$ cat src/rtl/cmos_capture_pack.sv
// DVP sensor capture: skips settling frames, optionally packs byte pairs into pixels, measures fps.
// Define CMOS_CAPTURE_STATS_EN to build the frame_lines / line_pixels statistics counters.
module cmos_capture_pack #(
    parameter int DATA_W      = 8,
    parameter int PACK_MODE   = 0,
    parameter int WAIT_FRAMES = 10,
    parameter int PCLK_HZ     = 24_000_000,
    parameter int FPS_WIN_S   = 2
) (
    input  logic                cmos_pclk,
    input  logic                rst_n,
    input  logic                cmos_vsync,
    input  logic                cmos_href,
    input  logic [DATA_W-1:0]   cmos_data,
    output logic                out_vsync,
    output logic                out_href,
    output logic                out_valid,
    output logic [2*DATA_W-1:0] out_data,
    output logic                sync_done,
    output logic [7:0]          fps_rate,
    output logic [11:0]         frame_lines,
    output logic [11:0]         line_pixels
);
    // state | meaning
    // WAIT  | counting settling frames after reset
    // ARM   | settled, waiting for the next frame boundary
    // RUN   | passing frames through, held until reset
    typedef enum logic [1:0] {ST_WAIT, ST_ARM, ST_RUN} state_t;

    localparam int WIN_LEN = PCLK_HZ * FPS_WIN_S;
    localparam int WIN_W   = $clog2(WIN_LEN);
    localparam logic [WIN_W-1:0] WIN_LAST = WIN_W'(WIN_LEN - 1);

    state_t              state;
    logic [3:0]          wait_cnt;
    logic                vsync_r0, vsync_r1, href_r0, href_r1;
    logic [DATA_W-1:0]   data_r0, data_r1;
    logic                vsync_end, run;
    logic [WIN_W-1:0]    win_cnt;
    logic [8:0]          fps_frames, fps_div;

    assign vsync_end = vsync_r1 & ~vsync_r0;
    assign run       = (state == ST_RUN);
    assign fps_div   = fps_frames / 9'(FPS_WIN_S);

    always_ff @(posedge cmos_pclk or negedge rst_n) begin
        if (!rst_n) begin
            vsync_r0 <= 1'b0;
            vsync_r1 <= 1'b0;
            href_r0  <= 1'b0;
            href_r1  <= 1'b0;
            data_r0  <= '0;
            data_r1  <= '0;
        end else begin
            vsync_r0 <= cmos_vsync;
            vsync_r1 <= vsync_r0;
            href_r0  <= cmos_href;
            href_r1  <= href_r0;
            data_r0  <= cmos_data;
            data_r1  <= data_r0;
        end
    end

    always_ff @(posedge cmos_pclk or negedge rst_n) begin
        if (!rst_n) begin
            state     <= ST_WAIT;
            wait_cnt  <= 4'd0;
            sync_done <= 1'b0;
        end else begin
            case (state)
                ST_WAIT: begin
                    if (wait_cnt == 4'(WAIT_FRAMES))
                        state <= ST_ARM;
                    else if (vsync_end)
                        wait_cnt <= wait_cnt + 4'd1;
                end
                // RUN starts just after a vsync falling edge, so the first frame out is whole
                ST_ARM: begin
                    if (vsync_end) begin
                        state     <= ST_RUN;
                        sync_done <= 1'b1;
                    end
                end
                ST_RUN:  state <= ST_RUN;
                default: state <= ST_WAIT;
            endcase
        end
    end

    // Frame-rate meter runs regardless of capture state
    always_ff @(posedge cmos_pclk or negedge rst_n) begin
        if (!rst_n) begin
            win_cnt    <= '0;
            fps_frames <= 9'd0;
            fps_rate   <= 8'd0;
        end else if (win_cnt == WIN_LAST) begin
            win_cnt    <= '0;
            fps_rate   <= (fps_div > 9'd255) ? 8'd255 : fps_div[7:0];
            fps_frames <= vsync_end ? 9'd1 : 9'd0;
        end else begin
            win_cnt <= win_cnt + WIN_W'(1);
            if (vsync_end && fps_frames != 9'd511)
                fps_frames <= fps_frames + 9'd1;
        end
    end

    generate
        if (PACK_MODE == 0) begin : g_raw
            assign out_vsync = run & vsync_r1;
            assign out_href  = run & href_r1;
            assign out_valid = run & href_r1;
            assign out_data  = run ? {{DATA_W{1'b0}}, data_r1} : '0;
        end else begin : g_pack
            logic              phase;
            logic [DATA_W-1:0] byte_hold;

            // phase is forced to 0 while href is low, so every line starts on phase 0
            // and a trailing odd byte is simply dropped
            always_ff @(posedge cmos_pclk or negedge rst_n) begin
                if (!rst_n) begin
                    phase     <= 1'b0;
                    byte_hold <= '0;
                    out_vsync <= 1'b0;
                    out_href  <= 1'b0;
                    out_valid <= 1'b0;
                    out_data  <= '0;
                end else begin
                    phase     <= href_r1 ? ~phase : 1'b0;
                    if (href_r1 && !phase)
                        byte_hold <= data_r1;
                    out_vsync <= run & vsync_r1;
                    out_href  <= run & href_r1;
                    out_valid <= run & href_r1 & phase;
                    if (!run)
                        out_data <= '0;
                    else if (href_r1 && phase)
                        out_data <= {byte_hold, data_r1};
                end
            end
        end
    endgenerate

`ifdef CMOS_CAPTURE_STATS_EN
    logic        href_r2;
    logic [11:0] line_cnt, pix_cnt, pix_total;

    // In pack mode the last pixel's out_valid lands on the href falling-edge cycle
    assign pix_total = (out_valid && pix_cnt != 12'hFFF) ? pix_cnt + 12'd1 : pix_cnt;

    always_ff @(posedge cmos_pclk or negedge rst_n) begin
        if (!rst_n) begin
            href_r2     <= 1'b0;
            line_cnt    <= 12'd0;
            pix_cnt     <= 12'd0;
            frame_lines <= 12'd0;
            line_pixels <= 12'd0;
        end else begin
            href_r2 <= href_r1;
            if (!run) begin
                line_cnt <= 12'd0;
                pix_cnt  <= 12'd0;
            end else begin
                if (vsync_end) begin
                    frame_lines <= line_cnt;
                    line_cnt    <= 12'd0;
                end else if (href_r1 && !href_r2 && line_cnt != 12'hFFF) begin
                    line_cnt <= line_cnt + 12'd1;
                end
                if (href_r2 && !href_r1) begin
                    line_pixels <= pix_total;
                    pix_cnt     <= 12'd0;
                end else begin
                    pix_cnt <= pix_total;
                end
            end
        end
    end
`else
    assign frame_lines = 12'd0;
    assign line_pixels = 12'd0;
`endif

endmodule
$ cat config.mk
export PLATFORM = sky130hd
export DESIGN_NAME = cmos_capture_pack
export DESIGN_NICKNAME = d
export VERILOG_FILES = /design/src/rtl/cmos_capture_pack.sv
export SDC_FILE = /design/constraint.sdc
export NUM_CORES = 1
export LEC_CHECK = 0
export BUFFER_PORTS_ARGS = -buffer_cell sky130_fd_sc_hd__buf_2
export CAP_MARGIN = 20
export CORE_MARGIN = 1.5
export CORE_UTILIZATION = 40
export CTS_BUF_LIST = sky130_fd_sc_hd__clkbuf_8
export DETAILED_ROUTE_END_ITERATION = 8
export SLEW_MARGIN = 20
export SYNTH_ARGS = -nofsm -noshare
export SYNTH_HDL_FRONTEND = slang
export SYNTH_SLANG_ARGS = --single-unit
export TNS_END_PERCENT = 20
$ cat constraint.sdc
create_clock -name cmos_pclk -period 2.8 [get_ports cmos_pclk]
set_input_delay 0.7 -clock cmos_pclk [delete_from_list [all_inputs] [get_ports cmos_pclk]]
set_output_delay 0.7 -clock cmos_pclk [all_outputs]
set_load 0.03 [all_outputs]
After elaboration in Yosys (flattened, before gate mapping)
Cells that the tools add are included.

word-level totals
  register bits = 70

operators by class
  mux-type cells = 9
  reduce and logical (&&, ||, !) cells = 6
  add/sub/neg operators = 3
  order comparisons = 1
  bitwise gates (word level) = 5
  eq/ne operators = 7

operator list
  operator                                       number
  adder 26 x 1 -> 26 bit, second input constant  1
  == test 26 bit, second input constant          1
  2-to-1 mux 26 bit                              1
  2-to-1 mux 9 bit                               2
  2-to-1 mux 8 bit                               2
  adder 9 x 1 -> 9 bit, second input constant    1
  != test 9 bit, second input constant           1
  > comparator 8 bit, second input constant      1
  case mux 2 bit (3 select lines)                1
  adder 4 x 1 -> 4 bit, second input constant    1
  == test 4 bit, second input constant           1
  2-to-1 mux 2 bit                               2
  != test 2 bit, second input constant           2
  AND reduction 2 bit                            2
  AND 1 bit                                      3
  AND reduction 3 bit                            1
  == test 2 x 1 -> 1 bit, second input constant  1
  == test 2 bit, second input constant           1
  zero test 2 bit                                1
  inverter 1 bit                                 2
  nonzero test 2 bit                             1
  logical AND 1 bit                              1
  2-to-1 mux 1 bit                               1

Logic depth before layout (Yosys ltp)
  word-level depth = 5
  gate-level depth with buffers = 9
  mapped depth without buffers = 8

Worst setup path after synthesis
Ideal clock, no wire load.

  path kind = register -> register
  start point = register fps_frames[0]
  end point = register fps_frames[7]
  setup time = 0.119 ns
  arrival = 1.958 ns
  path buffers = 1
  data required time = 2.681 ns
  stages on the path, launching flop included = 10
  setup slack = 0.723 ns
  cells stage by stage = dfrtp_1 ha_1 nand2_1 nor3_1 ha_1 or3b_2 clkbuf_1 nor4_1 xnor2_1 nor2_1

between the ends
  word-level cells in the longest chain between the ends = 3

ends and longest elaborated chain
  item                                                    RTL line  text
  start: declaration                                      40        logic [8:0] fps_frames, fps_div;
  start signal: assignment                                99        fps_frames <= vsync_end ? 9'd1 : 9'd0;
  start signal: assignment                                103       fps_frames <= fps_frames + 9'd1;
  adder 9 x 1 -> 9 bit or != test 9 bit (tied branches)   103, 102
  2-to-1 mux 9 bit or logical AND 1 bit (tied branches)   102       if (vsync_end && fps_frames != 9'd511)
  2-to-1 mux 9 bit or nonzero test 2 bit (tied branches)  --

Parallel ways exist; a longest one is shown, timed or not. The select of a mux whose other input is x is not followed.
A chain may end at the register's enable or synchronous reset.

Final worst setup path
  start point = register state[0]
  end point = output out_data[1]

between the ends
  word-level cells in the longest chain between the ends = 2

ends and longest elaborated chain
  item                      RTL line  text
  start: declaration        34        state_t state;
  start signal: assignment  66        state <= ST_WAIT;
  start signal: assignment  73        state <= ST_ARM;
  start signal: assignment  80        state <= ST_RUN;
  == test 2 bit             43        assign run = (state == ST_RUN);
  2-to-1 mux 8 bit          112       assign out_data = run ? {{DATA_W{1'b0}}, data_r1} : '0;
  end: declaration          18        output logic [2*DATA_W-1:0] out_data,

Every way passes these cells.

==> metrics list <==
- Result of the run: finished clean
- Entering global routing, the biggest net connects 71 pins.
- Counting cells, the worst reg-to-reg path comes to 5.
* Unrepaired setup endpoints after global routing: no
- The share of synthesized area in the top cell type comes to 0.528.
- The congestion estimate from routability-driven global placement came to 0.835.
- The min-delay analysis places its worst path in the category primary input to asynchronous set/reset pin.
* CP arrival: ~1.5 ns
- The routed layout has approximately 2,100 vias.
* Number of nets at the end of the flow: about 360
- The mapped netlist covers ~3300 sq um.
- Clock tree synthesis selected as its root buffer the cell clkbuf_8.
- Crit-path leading delay family: flip-flops
- Count of buffers from port buffering: 31
* Maximum Capacitance Violations: 0
* Share of power burned in combinational logic: 0.192
- The endpoint identified for the worst register-to-register timing path is fps_rate[2].
* Synthesized flop and latch total: 70
- Critical path buffers and inverters: 2
- Global-route wire length before repair: 9400 um
- Sequential power share: 0.477
- The critical path in this run is classified as flip-flop to output pin.
- Sum of net half-perimeters after detailed placement: between 3000 and 4000 um
* Core Util, Final: 0.450
* Number of diodes: 0
- Cell-internal power: ~1700 uW
* Biggest fanout along the worst timing path: 10
* Largest vdd supply drop: 0.470 mV
* Initial antenna violation count: 0
- In this run the static leakage power is 0.00177 uW.
- Antenna-violating nets left: 0
- For the pin with the worst max-slew slack, the measured transition is slightly below 0.6 ns.
- Cells taking the most area after synthesis: dfrtp_1 53%, buf_4 7.7%, xnor2_1 5.3%
* Floorplan row count: 33
* Crit start category: flip-flop
* Total global-route track usage: 0.137
- Resized cells post-CTS: 0
* Warnings from Yosys: 0
* Total CTS buffers: 9
- The core region is between 8000 and 9000 sq um.
- Height of the chip: ~94 um
* Clk network pwr share: 0.330
- For this run, design rule violations remaining after detail routing come to 0.
- CP peak stage delay: around 0.38 ns
- Number of hold buffers added after CTS: 0
- Num Clock Sinks: 70
- In this run the worst setup path begins at state[0].
* Worst-Skew Late Latency: ~0.34 ns
- Maximum achievable frequency: about 450 MHz
- Clk pin slew, worst setup/hold paths: around 0.080 ns
- Total power density per cell area: 683 nW/um^2
* Required time at the endpoint of the critical path: ~2.1 ns
- Dividing the detail-routed via count by the number of cells gives ~4.8.
* Final count of negative-setup-slack endpoints: 0
* Average wire length per cell after detail routing: ~12 um
* Critical Path Sink: out_data[1]
- The number of global-route vias before repair is roughly 2,000.
* Post-CTS setup buffer count: 0
- Reported net switching power: 806 uW
* Number of iterations in the first detailed-routing pass: 4
- Relative to the synthesized area, the layout overhead comes to 10.4%.
- In this run the critical register-to-register path is launched from win_cnt[0].
* Cell with the biggest individual delay on the critical path: dfrtp_1
- The die covers approximately 8900 sq um.
- Die boundary width: around 94 um
- Worst reg2reg setup slack: approximately 0.60 ns
- Of the cells placed in the final design, the portion with a size suffix greater than 1 is 0.176.
* Post-synthesis cell type with the largest combined area: dfrtp_1
- Worst clock skew: roughly 0.0076 ns
- Cells along the critical path: inv_1 > ha_1 > and2_1 > buf_2
- In this run the number of H-tree levels came out at 3.
- Total number of cells along the worst setup path: 4
- The share of the Yosys chip area taken by registers is 0.528.
- Final Hold Vio Count: 0
- The clock period could shrink to around 2.2 ns.
- Number of library cell types mapped by synthesis: 42
- In this run the count of I/O pins placed on the die edge is 64.
- Routed wire length: roughly 5400 um
* Count of mapped cells out of synthesis: ~300
* Final Slew Violations: 0
- Crit share post-route: 0.789
- Avg Cell Area, Syn: about 11 sq um
- TritonCTS built the clock tree.
- Overflow left after global routing: 0
- Rel. slew slack: 0.613
- Crit. End Element: output pin
* Total negative setup slack: 0 ns
- Switching share of power: 0.322
- Counting along the longest clock path gives a buffer depth of 2.
- In this run, the number of DRC markers left after iteration 0 of detailed routing was 93.
* Initial core utilization: 0.408
cells in the mapped netlist:
cell type  number
or3b_2          1
mux2_1          1
mux2_2          7
and3_1          8
dfrtp_1        70
nor4bb_1        1
nor3_1          5
or3_1           2
mux2i_1         5
nor2_8          1
a31o_2          1
a21o_1          1
and2_1         14
nor4b_1         2
ha_1            9
o31ai_1         1
nand2_1        20
o211ai_1        1
nand2b_1        1
and4b_1         1
nor2b_1         2
xnor2_1        20
nand3_1        11
or4_1           1
nor2_1         17
clkbuf_1        1
buf_6           2
nor4_1          4
nand4_2         1
buf_4          34
a21oi_1         9
o21ai_0         5
nand4_1        15
nand3b_1        1
a22oi_1         1
nor3b_1         1
conb_1          1
xor2_1          5
and4_1          6
buf_2           1
clkbuf_2        1
inv_1           8
metrics by stage:
| stage | cell area, sq um | hold WS, ns | std cells | power [uW] | worst slack [ns] |
|---|---|---|---|---|---|
| global placement | 3460 | 0.332 | 429 | 1690 | 0.677 |
| CTS | 3660 | 0.355 | 445 | 2540 | 0.529 |
| global route | 3660 | 0.361 | 445 | 2660 | 0.407 |
| floorplan | 3430 | 0.331 | 330 | 1610 | 0.723 |
| detailed placement | 3460 | 0.335 | 429 | 1700 | 0.618 |
| finish | 3660 | 0.342 | 445 | 2500 | 0.591 |
sequential cells by signal (all words and copies together) (netlist names):
name,count
data_r0,8
data_r1,8
fps_frames,9
fps_rate,8
href_r0,1
href_r1,1
state,2
sync_done,1
vsync_r0,1
vsync_r1,1
wait_cnt,4
win_cnt,26
how the worst min path moves through the flow:
stage | startpoint | endpoint | slack [ns] | depth (start not counted)
detailed placement | data_r0[0] | data_r1[0] | 0.33 | 0
global placement | data_r0[1] | data_r1[1] | 0.33 | 0
floorplan | data_r0[0] | data_r1[0] | 0.33 | 0
CTS | data_r0[4] | data_r1[4] | 0.35 | 0
finish | rst_n | win_cnt[16] | 0.34 | 2
global route | data_r0[4] | data_r1[4] | 0.36 | 0
kinds of logic after synthesis:
kind of cell    Yosys count  share of synthesized area
mux                      13                     0.0422
simple gates            115                      0.199
buf+inv                  47                     0.0969
fa+ha+maj                 9                     0.0339
other cells               1                    0.00113
compound gates           19                     0.0328
flops                    70                      0.528
xor+xnor                 25                     0.0660
worst reg2reg max path, cell delays in order (launching register included):
cell and delay (ns):
dfrtp_1 0.40, ha_1 0.27, nand3_1 0.12, or3_1 0.50, nor2_8 0.40, mux2_2 0.38
placed cells by master (no fill, tap or decap), types with 5 or more instances in the layout:
| cell type | n |
|---|---|
| dfrtp_1 | 70 |
| nand2_1 | 20 |
| inv_1 | 8 |
| and2_1 | 14 |
| o21ai_0 | 5 |
| buf_2 | 31 |
| conb_1 | 32 |
| nor2_1 | 17 |
| nand3_1 | 11 |
| a21oi_1 | 9 |
| mux2_2 | 7 |
| and4_1 | 6 |
| nor3_1 | 5 |
| and3_1 | 8 |
| xor2_1 | 5 |
| nand4_1 | 15 |
| mux2i_1 | 5 |
| clkbuf_8 | 9 |
| xnor2_1 | 20 |
| ha_1 | 9 |
layout make-up:
cell class                      instances  area, sq um
Clock buffer                            9          124
Clock inverter                          7         82.6
Fill cell                             790         4470
Inverter                                8         30.0
Multi-Input combinational cell        213         1360
Sequential cell                        70         1750
Tap cell                              105          131
Timing Repair Buffer                   33          183
metal layers:
metal  GRT usage  part of all wire  wire, um  vias up
met5           0                 0         0        -
met4      0.0634             0.014        74        0
met3      0.0364             0.050       270       10
met2       0.198              0.46      2500       57
met1       0.190              0.48      2600     1040
li1            -                 -         -     1037
power by group through the flow:
| stage | sequential (uW) | combinational (uW) | clock, uW |
|---|---|---|---|
| 6_report | 1190 | 481 | 827 |
| 5_1_grt | 1210 | 548 | 897 |
| 4_1_cts | 1200 | 491 | 857 |
| 3_5_place_dp | 1220 | 487 | 0 |
| 3_3_place_gp | 1210 | 480 | 0 |
| 2_1_floorplan | 1210 | 399 | 0 |
Note: power is estimated with default switching activity, not from simulation.
